<file path="config.mk">
export PLATFORM = sky130hd
export DESIGN_NAME = sd_seq_source
export DESIGN_NICKNAME = d
export VERILOG_FILES = /design/src/rtl/sd_seq_source.sv
export SDC_FILE = /design/constraint.sdc
export NUM_CORES = 1
export LEC_CHECK = 0
export CAP_MARGIN = 20
export CORE_MARGIN = 2
export CORE_UTILIZATION = 35
export CTS_BUF_LIST = sky130_fd_sc_hd__clkbuf_8
export DETAILED_ROUTE_END_ITERATION = 10
export MAX_ROUTING_LAYER = met4
export PLACE_DENSITY = 0.69
export SYNTH_ARGS = -nofsm -noshare
export SYNTH_HDL_FRONTEND = slang
export SYNTH_SLANG_ARGS = --single-unit
</file>
<file path="constraint.sdc">
create_clock -name clk -period 2.6 [get_ports clk]
set_input_delay 0.78 -clock clk [delete_from_list [all_inputs] [get_ports clk]]
set_output_delay 0.78 -clock clk [all_outputs]
set_load 0.02 [all_outputs]
</file>
<file path="src/rtl/sd_seq_source.sv">
// srdy/drdy stimulus producer: registered incrementing data with a programmable transfer count.
// Optional LFSR throttle on starting/continuing words is compiled in with SD_SEQ_THROTTLE_EN.
module sd_seq_source #(
   parameter int unsigned width       = 16,
   parameter int unsigned cnt_width   = 32,
   parameter int unsigned start_value = 0,
   parameter logic [15:0] lfsr_seed   = 16'hACE1
) (
   input  logic                 clk,
   input  logic                 reset,
   input  logic                 enable,
   input  logic [cnt_width-1:0] max_count,
`ifdef SD_SEQ_THROTTLE_EN
   input  logic [3:0]           throttle,
`endif
   output logic                 p_srdy,
   input  logic                 p_drdy,
   output logic [width-1:0]     p_data,
   output logic [cnt_width-1:0] out_count,
   output logic                 done
);

   typedef enum logic [1:0] {StIdle, StSend, StDone} state_e;

   state_e               state_q, state_d;
   logic [width-1:0]     data_q, data_d;
   logic [cnt_width-1:0] count_q, count_d;
   logic [cnt_width:0]   count_inc;
   logic                 gate;
   logic                 xfer;
   logic                 limit_hit;
   logic                 last_xfer;

`ifdef SD_SEQ_THROTTLE_EN
   logic [15:0] lfsr_q;

   // Fibonacci LFSR, taps 16,14,13,11; free-running so gaps are independent of traffic.
   always_ff @(posedge clk or posedge reset) begin
      if (reset) lfsr_q <= lfsr_seed;
      else       lfsr_q <= {lfsr_q[14:0], lfsr_q[15] ^ lfsr_q[13] ^ lfsr_q[12] ^ lfsr_q[10]};
   end

   assign gate = (lfsr_q[3:0] >= throttle);
`else
   assign gate = 1'b1;
`endif

   assign xfer      = (state_q == StSend) && p_drdy;
   assign limit_hit = (max_count != '0) && (count_q >= max_count);
   // Compare on the unsaturated increment so the terminal transfer is exact.
   assign count_inc = {1'b0, count_q} + (cnt_width + 1)'(1);
   assign last_xfer = (max_count != '0) && (count_inc == {1'b0, max_count});

   always_ff @(posedge clk or posedge reset) begin
      if (reset) begin
         state_q <= StIdle;
         data_q  <= width'(start_value);
         count_q <= '0;
      end else begin
         state_q <= state_d;
         data_q  <= data_d;
         count_q <= count_d;
      end
   end

   always_comb begin
      state_d = state_q;
      unique case (state_q)
         StIdle: begin
            if (limit_hit)            state_d = StDone;
            else if (enable && gate)  state_d = StSend;
         end
         StSend: begin
            if (xfer) begin
               if (last_xfer)             state_d = StDone;
               else if (!(enable && gate)) state_d = StIdle;
            end
         end
         StDone:  state_d = StDone;
         default: state_d = StIdle;
      endcase
   end

   always_comb begin
      data_d  = data_q;
      count_d = count_q;
      if (xfer) begin
         data_d = data_q + width'(1);
         if (!(&count_q)) count_d = count_q + cnt_width'(1);
      end
   end

   assign p_srdy    = (state_q == StSend);
   assign done      = (state_q == StDone);
   assign p_data    = data_q;
   assign out_count = count_q;

endmodule

</file>
==> metrics.cfg, run 1 <==
[worst_setup_path]
crit_top_cell=o211ai_1
worstPathMaxFanout=4
end_kind=register
start_kind=register
cp_slowest_stage_delay_ns=0.53
crit_slowest_cell=or4_4
critPathKind=reg2reg
required_ns=2.79
path_cells=buf_6, ha_4, nand3_4, nor4_4, mux2i_1, a21oi_2, or4_4, a2111o_1, o211ai_1, o211ai_1
cp.arrival_ns=2.90

[clock_network]
clkSinkCount=50
clock_latency_ns=0.31
cts_tree=built
clockRootBuffer=clkbuf_8
clk_pin_slew_ns=0.11
clockBufferDepth=2
cts_buffers=5
h-tree-depth=2

[global_route]
grt_remaining_overflow=0
antenna_found_initial=0
grt_max_degree=35
grt_pass1_wl_um=21600
gr-usage-all-layers_pct=21.5
grt_pass1_vias=4301

[synthesis]
synth-seq-area-share_pct=30.6
synth_fp_nets=529
synth-async-reset-ratio_pct=100
ys_ff_latch=50
syn-cell-area_um2=4100
synthFlopType=dfrtp_1
avgSynthCellArea_um2=8.92
yosysWarnings=0
synth.distinct_cells=54
synth_edf_count=0
syn_inst=459

[place]
place.gp.congestion=0.938
portBuffers=85
post-dp-hpwl_um=10300

[pwr]
p_total_mw=2.71
seqPwrFrac_pct=36.7
p_leak_nw=2.81
power.share.clock_pct=18.8
switching_power_mw=1.04
power_density_nw_per_um2=433
p_sw_share_pct=38.2
internal-power_mw=1.67
vdd_drop_max_uv=449
p_comb_share_pct=44.5

[routing]
viasPerCell=5.35
dr.pass1.iters=4
totalWireLength_um=13200
drt_iter0_drc=208
num_vias=4197
drc=0
final_antenna_net_count=0
wl_per_cell_um=16.9

[floorplan]
start_util_pct=35.9
core_um2=11400
die_x_um=112
rows=39
die_y_um=112
die-area_um2=12600
io_pins=86

[sta]
layout_min_cycle_time_ns=2.72
drv_slew=0
setup-tns-final_ns=-0.228
finalHoldViolations=0
setup_violations=2
fin_ws_ns=-0.115
fin_skew_ns=0.00936
max_freq_mhz=368
maxSlewHeadroom_pct=67.3
rsz0062_at_grt=yes
worst_pin_slew_ns=0.489
min_period_over_period_pct=104

[final_layout]
fin_nets=710
drive_gt1_share_pct=31.2
num_antenna_cells=0
areaGrowthSynthToFinish_pct=53.0

[run]
drv_cap=0

[min_path]
hold_path_class=reg2reg

[outcome]
violations=negative setup slack
status=complete, but fails checks

[cell type report]
cell class | instances | area (um2)
Clock buffer | 5 | 68.8
Clock inverter | 3 | 26.3
Fill cell | 1049 | 5150
Inverter | 37 | 139
Multi-Input combinational cell | 359 | 2980
Sequential cell | 50 | 1270
Tap cell | 143 | 179
Timing Repair Buffer | 187 | 1600
[synth_stat cells (all sizes together) (2+ instances only)]
cell type | count | share of area (%)
a211oi | 6 | 1.1
o21ai | 13 | 1.6
nor2b | 3 | 0.46
and2 | 6 | 0.95
nor3 | 11 | 1.6
ha | 34 | 10
nand4 | 27 | 4.4
or3 | 5 | 0.89
a2111o | 2 | 0.55
o2111ai | 3 | 0.64
buf | 8 | 1.6
clkbuf | 5 | 0.49
nand3 | 28 | 3.4
xnor2 | 63 | 13
dfrtp | 50 | 31
and3 | 12 | 1.9
a21oi | 12 | 1.5
and4 | 6 | 1.3
xor2 | 31 | 6.6
o211ai | 2 | 0.37
nor2 | 27 | 2.5
or4 | 4 | 0.82
inv | 37 | 3.4
o41ai | 2 | 0.61
nand2 | 32 | 2.9
nor4 | 13 | 2.1
mux2i | 2 | 0.49
[power by group through the flow]
stage	Sequential [mW]	Clock, mW	Combinational [mW]
floorplan	1.08	0	0.468
global placement	0.998	0	1.05
detailed placement	1.00	0	1.07
CTS	0.997	0.518	1.16
global route	1.01	0.539	1.30
finish	0.995	0.510	1.21
[layout by cell type, fill, tap and decap left out, types with 5 or more instances in the layout]
cell type | synthesis | layout
nor3_1 | 10 | 6
buf_4 | 3 | 100
nor2_1 | 27 | 24
ha_4 | 0 | 12
and3_1 | 10 | 8
a21oi_2 | 0 | 7
inv_2 | 0 | 10
dfrtp_1 | 50 | 32
and4_1 | 5 | 5
nand2_1 | 32 | 31
xor2_1 | 31 | 29
and2_1 | 5 | 5
inv_1 | 37 | 27
nand3_1 | 28 | 26
ha_1 | 34 | 22
xnor2_1 | 63 | 61
dlygate4sd2_1 | 0 | 25
nor4_1 | 12 | 10
o21ai_0 | 13 | 8
dfrtp_2 | 0 | 18
clkdlybuf4s50_1 | 0 | 56
clkbuf_8 | 0 | 5
nand4_1 | 25 | 25
[registers in the layout (all words and copies together), names as in the netlist]
signal,cells
state_q,2
p_data,16
out_count,32
[final timing paths]
| path | from | end | slack, ns | cells past startpoint |
|---|---|---|---|---|
| setup / recovery | out_count[0]$_DFFE_PP0P_ | state_q[0]$_DFFE_PP0P_ | -0.12 | 10 |
| hold / removal | p_data[15]$_DFFE_PP0P_ | p_data[15]$_DFFE_PP0P_ | 0.48 | 1 |
| setup reg to reg | out_count[0]$_DFFE_PP0P_ | state_q[0]$_DFFE_PP0P_ | -0.12 | 10 |
| hold reg to reg | p_data[15]$_DFFE_PP0P_ | p_data[15]$_DFFE_PP0P_ | 0.48 | 1 |
| max in group asynchronous | reset | out_count[16]$_DFFE_PP0P_ | 1.29 | 3 |
| min in group asynchronous | reset | out_count[9]$_DFFE_PP0P_ | 0.78 | 2 |
[kinds of logic after synthesis]
kind of cell / after synthesis / share of synthesized area, %
DFF: 50 / 30.6
muxes: 3 / 0.764
buffers and inverters: 50 / 5.50
xor gates and xnor gates: 94 / 20.1
adders and majority gates: 34 / 10.4
AOI/OAI and AO/OA: 50 / 8.56
and+or+nand+nor: 178 / 24.1
[what timing repair did]
action / in CTS / in global routing
setup buffers: 2 / 2
resized for setup: 92 / 11
setup endpoints to repair: 2 / 2
hold buffers: 0 / 0
pin swaps: 25 / 11
[worst max-delay path: cells and delay by family, from the launching register on]
kind | cells | cell delay [ns]
AND/OR/NAND/NOR | 3 | 0.87
AO/OA/AOI/OAI | 4 | 0.79
flip-flops | 1 | 0.40
buffers and inverters | 1 | 0.12
adder cells (fa/ha/maj) | 1 | 0.15
multiplexers | 1 | 0.26
[metal layers]
metal	vias to the layer above	part of all wire (%)	wire, um	global-route usage, %
met4	0	2.1	282	5.28
met2	124	50	6670	36.6
met1	2061	42	5530	27.5
li1	1991	-	-	-
met5	-	0	0	-
met3	21	5.8	769	2.32
[per-stage QoR]
| step | cell area, um2 | hold WS [ns] | util (%) | cells | worst slack, ns |
|---|---|---|---|---|---|
| after detailed placement | 5830 | 0.466 | 51.1 | 772 | -0.836 |
| after global routing | 6270 | 0.519 | 54.9 | 784 | -0.183 |
| after floorplan | 4160 | 0.562 | - | 459 | 0.00277 |
| final | 6270 | 0.477 | 54.9 | 784 | -0.115 |
| after CTS | 6210 | 0.481 | 54.4 | 782 | -0.0518 |
| after global placement | 5830 | 0.461 | 51.1 | 772 | -0.786 |
Note: power is estimated with default switching activity, not from simulation.
==> run 2, diff against run 1 <==
--- a/config.mk
+++ b/config.mk
@@ -10,8 +10,10 @@
 export CORE_UTILIZATION = 35
 export CTS_BUF_LIST = sky130_fd_sc_hd__clkbuf_8
 export DETAILED_ROUTE_END_ITERATION = 10
+export DONT_BUFFER_PORTS = 1
 export MAX_ROUTING_LAYER = met4
-export PLACE_DENSITY = 0.69
+export PLACE_DENSITY = 0.59
+export SKIP_CTS_REPAIR_TIMING = 1
 export SYNTH_ARGS = -nofsm -noshare
 export SYNTH_HDL_FRONTEND = slang
 export SYNTH_SLANG_ARGS = --single-unit
==> metrics.cfg, run 2 (same netlist as run 1, synthesis figures left out) <==
[routing]
num_vias=3653
wl_per_cell_um=17.7
final_antenna_net_count=0
viasPerCell=5.38
totalWireLength_um=12000
drc=0
drt_iter0_drc=197
dr.pass1.iters=4

[run]
drv_cap=0

[sta]
finalHoldViolations=0
maxSlewHeadroom_pct=68.6
drv_slew=0
setup-tns-final_ns=-0.198
rsz0062_at_grt=yes
min_period_over_period_pct=104
worst_pin_slew_ns=0.471
setup_violations=2
fin_skew_ns=0.00944
max_freq_mhz=369
hold_slack_ns=0.377
fin_ws_ns=-0.112
layout_min_cycle_time_ns=2.71

[place]
post-dp-hpwl_um=9740
place_area_um2=4820
place.gp.congestion=0.855
portBuffers=0
pre_cts_ws_ns=-0.260

[worst_setup_path]
worstPathMaxFanout=6
path_cells=nand4_4, or3_4, nor3_4, xnor2_2, or4_4, a2111o_1, o211ai_1, o211ai_1
critPathKind=reg2reg
cp_slowest_stage_delay_ns=0.49
crit_top_cell=o211ai_1
start_kind=register
cp.arrival_ns=2.90
cp_top_family=simple AND/OR/NAND/NOR gates
end_kind=register
crit_slowest_cell=or4_4
critical_path_buf_inv_count=0
required_ns=2.79

[clock_network]
cts_buffers=5
cts_tree=built
clk_pin_slew_ns=0.10
clock_latency_ns=0.32
clockBufferDepth=2
clockRootBuffer=clkbuf_8
clkSinkCount=50
h-tree-depth=2

[global_route]
grt_pass1_vias=3818
gr-usage-all-layers_pct=20.3
antenna_found_initial=0
grt_pass1_wl_um=19800
grt_max_degree=51
grt_remaining_overflow=0

[pwr]
power_density_nw_per_um2=455
p_leak_nw=2.38
vdd_drop_max_uv=218

[final_layout]
final_core_util_pct=44.4
areaGrowthSynthToFinish_pct=23.8
num_antenna_cells=0
n_fill_cell=1135
largest_register_ffs=32
final_area_um2=5070
final_common_cell=buf_4
final_cell_mix=buf_4 (77), xnor2_1 (62), inv_1 (36)
drive_gt1_share_pct=25.4
fin_nets=605

[floorplan]
core_um2=11400
start_util_pct=35.9
io_pins=86
die_x_um=112
die_y_um=112
rows=39
die-area_um2=12600

[outcome]
violations=negative setup slack
status=complete, but fails checks

[min_path]
hold_path_class=in2async

[run 2: cell types whose count changed in the layout (fill, tap and decap cells not counted), sizes merged]
cell	delta
buf	-21
clkdlybuf4s15	-3
clkdlybuf4s50	-56
clkinvlp	+1
dlygate4sd2	-25
inv	-1
[run 2: path summary, 6_finish.rpt]
| check | start | endpoint | slack, ns | depth (start not counted) |
|---|---|---|---|---|
| hold / removal | reset | p_data[15]$_DFFE_PP0P_ | 0.38 | 2 |
| max in group asynchronous | reset | out_count[2]$_DFFE_PP0P_ | 1.96 | 2 |
| hold reg to reg | out_count[17]$_DFFE_PP0P_ | out_count[17]$_DFFE_PP0P_ | 0.59 | 1 |
| min in group clk | out_count[17]$_DFFE_PP0P_ | out_count[17]$_DFFE_PP0P_ | 0.59 | 1 |
| setup reg to reg | out_count[7]$_DFFE_PP0P_ | state_q[0]$_DFFE_PP0P_ | -0.11 | 8 |
| setup / recovery | out_count[7]$_DFFE_PP0P_ | state_q[0]$_DFFE_PP0P_ | -0.11 | 8 |
[run 2: layout make-up]
class	count	area (um2)	area share, %
Timing Repair Buffer	82	647	12.8
Multi-Input combinational cell	359	2740	54.0
Inverter	37	139	2.74
Sequential cell	50	1270	25.1
Clock buffer	5	68.8	1.36
Tap cell	143	179	3.53
Clock inverter	3	25.0	0.493
[run 2: metal layers]
metal  track usage (%)  vias up  wire length [um]
li1                  -     1780                 -
met1              25.7     1780              5240
met2              32.4       79              5740
met3              4.97       14               819
met4              6.18        0               223
met5                 -        -                 0
[run 2: power breakdown]
group | internal [mW] | switching [mW] | total [mW]
clock network | 0.195 | 0.292 | 0.487
logic | 0.355 | 0.438 | 0.793
registers | 0.872 | 0.155 | 1.03
[run 2: per-stage QoR]
step / cells / power [mW]
floorplan: 459 / 1.54
global placement: 666 / 1.78
detailed placement: 666 / 1.80
CTS: 674 / 2.30
global route: 679 / 2.46
finish: 679 / 2.31
